**src/rtl/div_unit_pkg.sv**
```systemverilog
// Shared definitions for the iterative divider: default width, counter sizing
// and the FSM state encoding.
package div_unit_pkg;

    localparam int DIV_WIDTH = 32;

    // Counter must be able to hold WIDTH-1 with headroom: log2(WIDTH)+1 bits.
    localparam int DIV_CNT_W = $clog2(DIV_WIDTH) + 1;

    typedef enum logic [1:0] {
        IDLE = 2'd0,
        CALC = 2'd1,
        DONE = 2'd2
    } state_t;

endpackage

```
**src/rtl/div_unit_step.sv**
```systemverilog
// One restoring radix-2 division iteration, purely combinational.
module div_step
    import div_unit_pkg::*;
#(
    parameter int WIDTH = DIV_WIDTH
) (
    input  logic [WIDTH-1:0] rem_in,
    input  logic             bit_in,
    input  logic [WIDTH-1:0] divisor,
    output logic [WIDTH-1:0] rem_out,
    output logic             q_bit
);

    logic [WIDTH:0]   shifted;
    logic [WIDTH-1:0] trial;

    // Shift in the next dividend bit, trial-subtract, restore on borrow.
    always_comb begin
        shifted = {rem_in, bit_in};
        q_bit   = (shifted >= {1'b0, divisor});
        // rem_in < divisor, so a successful difference always fits in WIDTH
        // bits and the low WIDTH bits of the subtraction are exact.
        trial   = shifted[WIDTH-1:0] - divisor;
        rem_out = q_bit ? trial : shifted[WIDTH-1:0];
    end

endmodule

```
**src/rtl/div_unit.sv**
```systemverilog
// Multi-cycle restoring divider for MIPS div/divu. One quotient bit per cycle,
// sign handling by magnitude with a final fix-up, one-cycle done pulse.
module div_unit
    import div_unit_pkg::*;
#(
    parameter int WIDTH = DIV_WIDTH
) (
    input  logic             clk,
    input  logic             reset,
    input  logic             start,
    input  logic             flush,
    input  logic             Sign,
    input  logic [WIDTH-1:0] dividend,
    input  logic [WIDTH-1:0] divisor,
    output logic             busy,
    output logic             done,
    output logic [WIDTH-1:0] quotient,
    output logic [WIDTH-1:0] remainder,
    output logic             div_by_zero
);

    localparam int               CNT_W     = $clog2(WIDTH) + 1;
    localparam logic [CNT_W-1:0] LAST_STEP = CNT_W'(WIDTH - 1);

    state_t           state, state_nxt;
    logic [CNT_W-1:0] cnt;
    logic [WIDTH-1:0] rem_r;   // partial remainder
    logic [WIDTH-1:0] dvd_r;   // dividend magnitude, quotient bits shift in at LSB
    logic [WIDTH-1:0] dvs_r;   // divisor magnitude
    logic             neg_q;
    logic             neg_r;
    logic             accept;
    logic             last_step;
    logic [WIDTH-1:0] step_rem;
    logic             step_q;
    logic [WIDTH-1:0] q_raw;
    logic [WIDTH-1:0] q_fix;
    logic [WIDTH-1:0] r_fix;

    function automatic logic [WIDTH-1:0] magnitude(input logic [WIDTH-1:0] v,
                                                   input logic             is_signed);
        return (is_signed && v[WIDTH-1]) ? -v : v;
    endfunction

    // A new request is only taken outside CALC, and never alongside a flush.
    assign accept    = start && !flush && (state != CALC);
    assign last_step = (state == CALC) && (cnt == LAST_STEP);

    div_step #(.WIDTH(WIDTH)) u_step (
        .rem_in  (rem_r),
        .bit_in  (dvd_r[WIDTH-1]),
        .divisor (dvs_r),
        .rem_out (step_rem),
        .q_bit   (step_q)
    );

    // Final quotient/remainder after the last step, with signs restored.
    always_comb begin
        q_raw = {dvd_r[WIDTH-2:0], step_q};
        q_fix = neg_q ? -q_raw : q_raw;
        r_fix = neg_r ? -step_rem : step_rem;
    end

    // State register.
    always_ff @(posedge clk) begin
        // NOTE: sequential state uses non-blocking assignments so every
        // register samples pre-edge values regardless of block ordering.
        if (reset) state <= IDLE;
        else       state <= state_nxt;
    end

    // Next-state logic; flush overrides everything except reset.
    always_comb begin
        // NOTE: default first so no path leaves state_nxt unassigned (no latch).
        state_nxt = state;
        case (state)
            IDLE, DONE: begin
                if (accept) state_nxt = (divisor == '0) ? DONE : CALC;
                else        state_nxt = IDLE;
            end
            CALC: begin
                if (cnt == LAST_STEP) state_nxt = DONE;
            end
            default: state_nxt = IDLE;
        endcase
        if (flush) state_nxt = IDLE;
    end

    // Operand capture, iteration datapath and result registers.
    always_ff @(posedge clk) begin
        if (reset) begin
            cnt         <= '0;
            rem_r       <= '0;
            dvd_r       <= '0;
            dvs_r       <= '0;
            neg_q       <= 1'b0;
            neg_r       <= 1'b0;
            quotient    <= '0;
            remainder   <= '0;
            div_by_zero <= 1'b0;
        end else if (accept) begin
            cnt   <= '0;
            rem_r <= '0;
            dvd_r <= magnitude(dividend, Sign);
            dvs_r <= magnitude(divisor, Sign);
            neg_q <= Sign && (dividend[WIDTH-1] ^ divisor[WIDTH-1]);
            neg_r <= Sign && dividend[WIDTH-1];
            if (divisor == '0) begin
                quotient    <= '1;
                remainder   <= dividend;
                div_by_zero <= 1'b1;
            end
        end else if (state == CALC && !flush) begin
            cnt   <= cnt + CNT_W'(1);
            rem_r <= step_rem;
            dvd_r <= q_raw;
            if (last_step) begin
                quotient    <= q_fix;
                remainder   <= r_fix;
                div_by_zero <= 1'b0;
            end
        end
    end

    assign busy = (state == CALC);
    assign done = (state == DONE);

endmodule

```
**config.mk**
```make
export PLATFORM = sky130hd
export DESIGN_NAME = div_unit
export DESIGN_NICKNAME = d
export VERILOG_FILES = /design/src/rtl/div_unit_pkg.sv /design/src/rtl/div_unit_step.sv /design/src/rtl/div_unit.sv
export SDC_FILE = /design/constraint.sdc
export NUM_CORES = 1
export LEC_CHECK = 0
export CAP_MARGIN = 0
export CORE_ASPECT_RATIO = 1.75
export CORE_UTILIZATION = 55
export CTS_BUF_LIST = sky130_fd_sc_hd__clkbuf_2 sky130_fd_sc_hd__clkbuf_4 sky130_fd_sc_hd__clkbuf_8
export CTS_CLUSTER_DIAMETER = 80
export DETAILED_ROUTE_END_ITERATION = 7
export PLACE_DENSITY = 0.84
export SLEW_MARGIN = 15
export SYNTH_ARGS = -nofsm -noshare
export SYNTH_HDL_FRONTEND = slang
export SYNTH_SLANG_ARGS = --single-unit
```
**constraint.sdc**
```tcl
create_clock -name clk -period 6.2 [get_ports clk]
set_clock_uncertainty 0.15 [all_clocks]
set_input_delay 1.24 -clock clk [delete_from_list [all_inputs] [get_ports clk]]
set_output_delay 1.24 -clock clk [all_outputs]
set_load 0.02 [all_outputs]
```
==> results.md <==
* Data arrival, critical path at 5.32 ns
* Final instance area at 13600 um^2
* CTS Buf Count at 17
* Fraction of layout cells with a size suffix above 1 at 5.37%
* Max Freq at 195 MHz
* TritonCTS clock tree: built
* Clock-pin transition on the worst setup and hold timing paths at 0.09 ns
* Core Rows at 70
* DIE AREA at 22000 um^2
* Most common cell after layout, fill and taps aside: nor2_1
* Synthesized Nets at 1668
* Relative max-transition margin at 17.6%
* Final Hold Vio Count at 0
* Mapped Area at 11800 um^2
* Final core area utilization at 64.8%
* Seq pwr share at 38.6%
* Max clock buf depth at 2
* H-Tree Depth at 4
* Setup TNS at 0 ns
* WP data required at 6.40 ns
* HP Class: flop to flop
* GR Util All Layers at 34.0%
* Max Fanout on Critical Path at 36
* Clk_lat worst skew at 0.49 ns
* Synth Register Bits at 171
* Hold_sp: dvs_r[15]
* Most frequent cells in the layout: nor2_1 (191), dfxtp_1 (171), nand2_1 (158)
* DR pass1 iterations at 5
* Initial antenna violation count at 0
* Final worst path period need at 5.13 ns
* Pwr dens at 223 nW/um^2
* 1st-iter DRT viols at 1011
* VDD IR max at 0.000115 V
* Crit. End Element: flop
* Nets at 1733
* Initial Util at 56.2%
* Drt drc at 0
* Core ar. at 20900 um^2
* CP Class: flop to flop
* Grt total ovfl at 0
* Setup violators final at 0
* Max cap viols at 0
* Avg Inst Size Synth at 7.54 um^2
* Mapped Cells at 1561
* Post-CTS setup buffers at 0
* Clk sinks at 171
* Number of global-route vias before repair at 11500
* Leak Pwr at 4.91 nW
* R2R Path Start: rem_r[23]
* Status: completed
* Final WL at 37.2 mm
* CTS hold repair buffers at 0
* Buffers & Inverters on Critical Path at 1
* Antenna Cells at 0
* First-pass GRT wire length at 58.3 mm
* Final period utilization at 82.7%
* Sequential area share after synthesis at 29.1%
* Slowest stage delay, CP at 0.54 ns
* Via count at 12200
* Ys flop type: dfxtp_1
* CP max-delay cell: or4_4
* PostCTS Resize Cnt at 0
* Count of cell types in the netlist at 77
* Ys Warns at 0
* Layout overhead on the synthesized area at 15.3%
* Logic pwr share at 33.6%
* RSZ-0062 raised after global routing: false
* CP Launch Point: rem_r[23]
* Gp weighted congestion at 1.00
* Post-Place Cell Area at 13100 um^2
* Vias/cell at 6.44
* Slew at the pin closest to its max-slew limit at 1.23 ns
* Die height at 196 um
* Flop2flop setup slack at 1.07 ns
* Startpoint class of the critical path: flop
* Count of input and output buffers at 135
* Internal power at 0.00190 W
* Average wire per standard cell at 19.7 um
* Pin count of the biggest net entering global routing at 73
* # IOs at 136
* Die X at 113 um
* Max-slew violations at 0
* Switching part of the total at 37.2%
* Hold_ws at 0.309 ns
* Root Driver: clkbuf_8
* Async set-reset flop share out of synthesis at 0%
* Clock power frac at 27.8%
* ANT nets after route at 0
* CP delay by family, top: simple AND/OR/NAND/NOR gates
* Worst path cell trace: ha_1 > nand2_2 > or4_4 > nor4_4 > o211ai_2 > nand3_2 > buf_4 > nand2_1 > o21ai_0 > ha_1 > nand2_1 > nor4_1 > and3_1 > o2111ai_1 > nor3_1 > a21oi_1 > xnor2_1 > o22ai_1
* Post-synth EDFFs at 0
* Switching power at 0.00113 W
* Dpl hpwl at 28.1 mm
==> routing by layer <==
layer | global-route usage (%) | vias up | part of all wire [%] | wire, um
li1 | - | 5802 | - | -
met1 | 33.4 | 5703 | 35 | 13100
met2 | 61.9 | 512 | 51 | 19100
met3 | 5.49 | 155 | 4.9 | 1800
met4 | 28.1 | 0 | 8.5 | 3140
met5 | 0 | - | 0 | 0
==> worst reg2reg max path, stage by stage, from the launching register on <==
cell       delay (ns)
dfxtp_1          0.36
ha_1             0.40
nand2_2          0.12
or4_4            0.54
nor4_4           0.30
o211ai_2         0.17
nand3_2          0.14
buf_4            0.38
nand2_1          0.09
o21ai_0          0.18
ha_1             0.27
nand2_1          0.08
nor4_1           0.50
and3_1           0.33
o2111ai_1        0.22
nor3_1           0.33
a21oi_1          0.15
xnor2_1          0.16
o22ai_1          0.10
==> path summary, 6_finish.rpt <==
| check | to | cells after the start |
|---|---|---|
| min | dvs_r[15] | 2 |
| min reg2reg | dvs_r[15] | 2 |
| max reg2reg | remainder[28] | 18 |
| max | remainder[28] | 18 |
==> sequential cells by signal, summed over array words and instances (netlist names), 2 cells and up <==
name,count
cnt,6
dvd_r,32
dvs_r,32
quotient,32
rem_r,32
remainder,32
state,2
==> per-stage QoR <==
stage                     setup WS, ns  cells  total power, W
after global placement            1.19   1859         0.00217
after detailed placement          1.08   1859         0.00218
after CTS                         1.13   1891         0.00301
after floorplan                   1.76   1561         0.00190
after global routing             0.742   1891         0.00318
final                             1.07   1891         0.00303
==> cell type report <==
cell class                 count  area, um^2
sequential                   171        3420
clock inverter                11         133
clock buffer                  21         289
fill                        1819        7370
tap                          252         315
inverter                      54         203
multi-input combinational   1232        7740
timing repair buffer         150        1460
==> Yosys cell counts (4+ instances only) <==
cell / n / area [um^2]
inv_1: 53 / 199
nor2b_1: 6 / 37.5
o31ai_1: 24 / 180
o21ai_1: 7 / 35.0
buf_2: 12 / 60.1
nand4_1: 20 / 125
nand3_1: 20 / 100
nand2b_1: 7 / 43.8
xnor2_1: 58 / 508
a22oi_1: 40 / 300
o21ai_0: 75 / 375
nor4_1: 16 / 100
o31a_1: 5 / 43.8
and2_1: 9 / 56.3
or4_1: 5 / 37.5
a21o_1: 10 / 75.1
a311oi_1: 19 / 166
or2_2: 11 / 68.8
o22ai_1: 12 / 75.1
a31oi_1: 8 / 50.1
nor3b_1: 4 / 30.0
o211a_1: 4 / 40.0
clkbuf_1: 74 / 278
o211ai_1: 8 / 60.1
xor2_1: 70 / 613
buf_4: 5 / 37.5
a211o_1: 4 / 35.0
nor2_1: 194 / 728
nand3b_1: 7 / 52.6
nand2_1: 158 / 593
mux2i_1: 21 / 210
ha_1: 37 / 463
buf_1: 13 / 48.8
dfxtp_1: 171 / 3420
a221oi_1: 11 / 96.3
or3_1: 19 / 119
nor3_1: 63 / 315
o41ai_1: 6 / 52.6
a211oi_1: 81 / 608
and3_1: 16 / 100
o21a_1: 7 / 52.6
a21oi_1: 116 / 581
==> power by group through the flow <==
| stage | Sequential [W] | Combinational (W) | Clock (W) |
|---|---|---|---|
| 6_report | 0.00117 | 0.00102 | 0.000844 |
| 4_1_cts | 0.00117 | 0.000996 | 0.000849 |
| 3_5_place_dp | 0.00119 | 0.000990 | 0 |
| 2_1_floorplan | 0.00118 | 0.000716 | 0 |
| 3_3_place_gp | 0.00119 | 0.000975 | 0 |
| 5_1_grt | 0.00117 | 0.00111 | 0.000896 |
==> cells by family (layout without fill, tap and decap cells) <==
group / after synthesis / count (layout) / synth area share, %
simple gates: 575 / 575 / 23.1
xor+xnor: 128 / 128 / 9.53
flops: 171 / 171 / 29.1
fa+ha+maj: 38 / 38 / 4.10
mux: 23 / 23 / 1.98
buf+inv: 158 / 236 / 5.33
compound gates: 468 / 468 / 26.8
No activity file was read; power rests on OpenSTA's default activity.
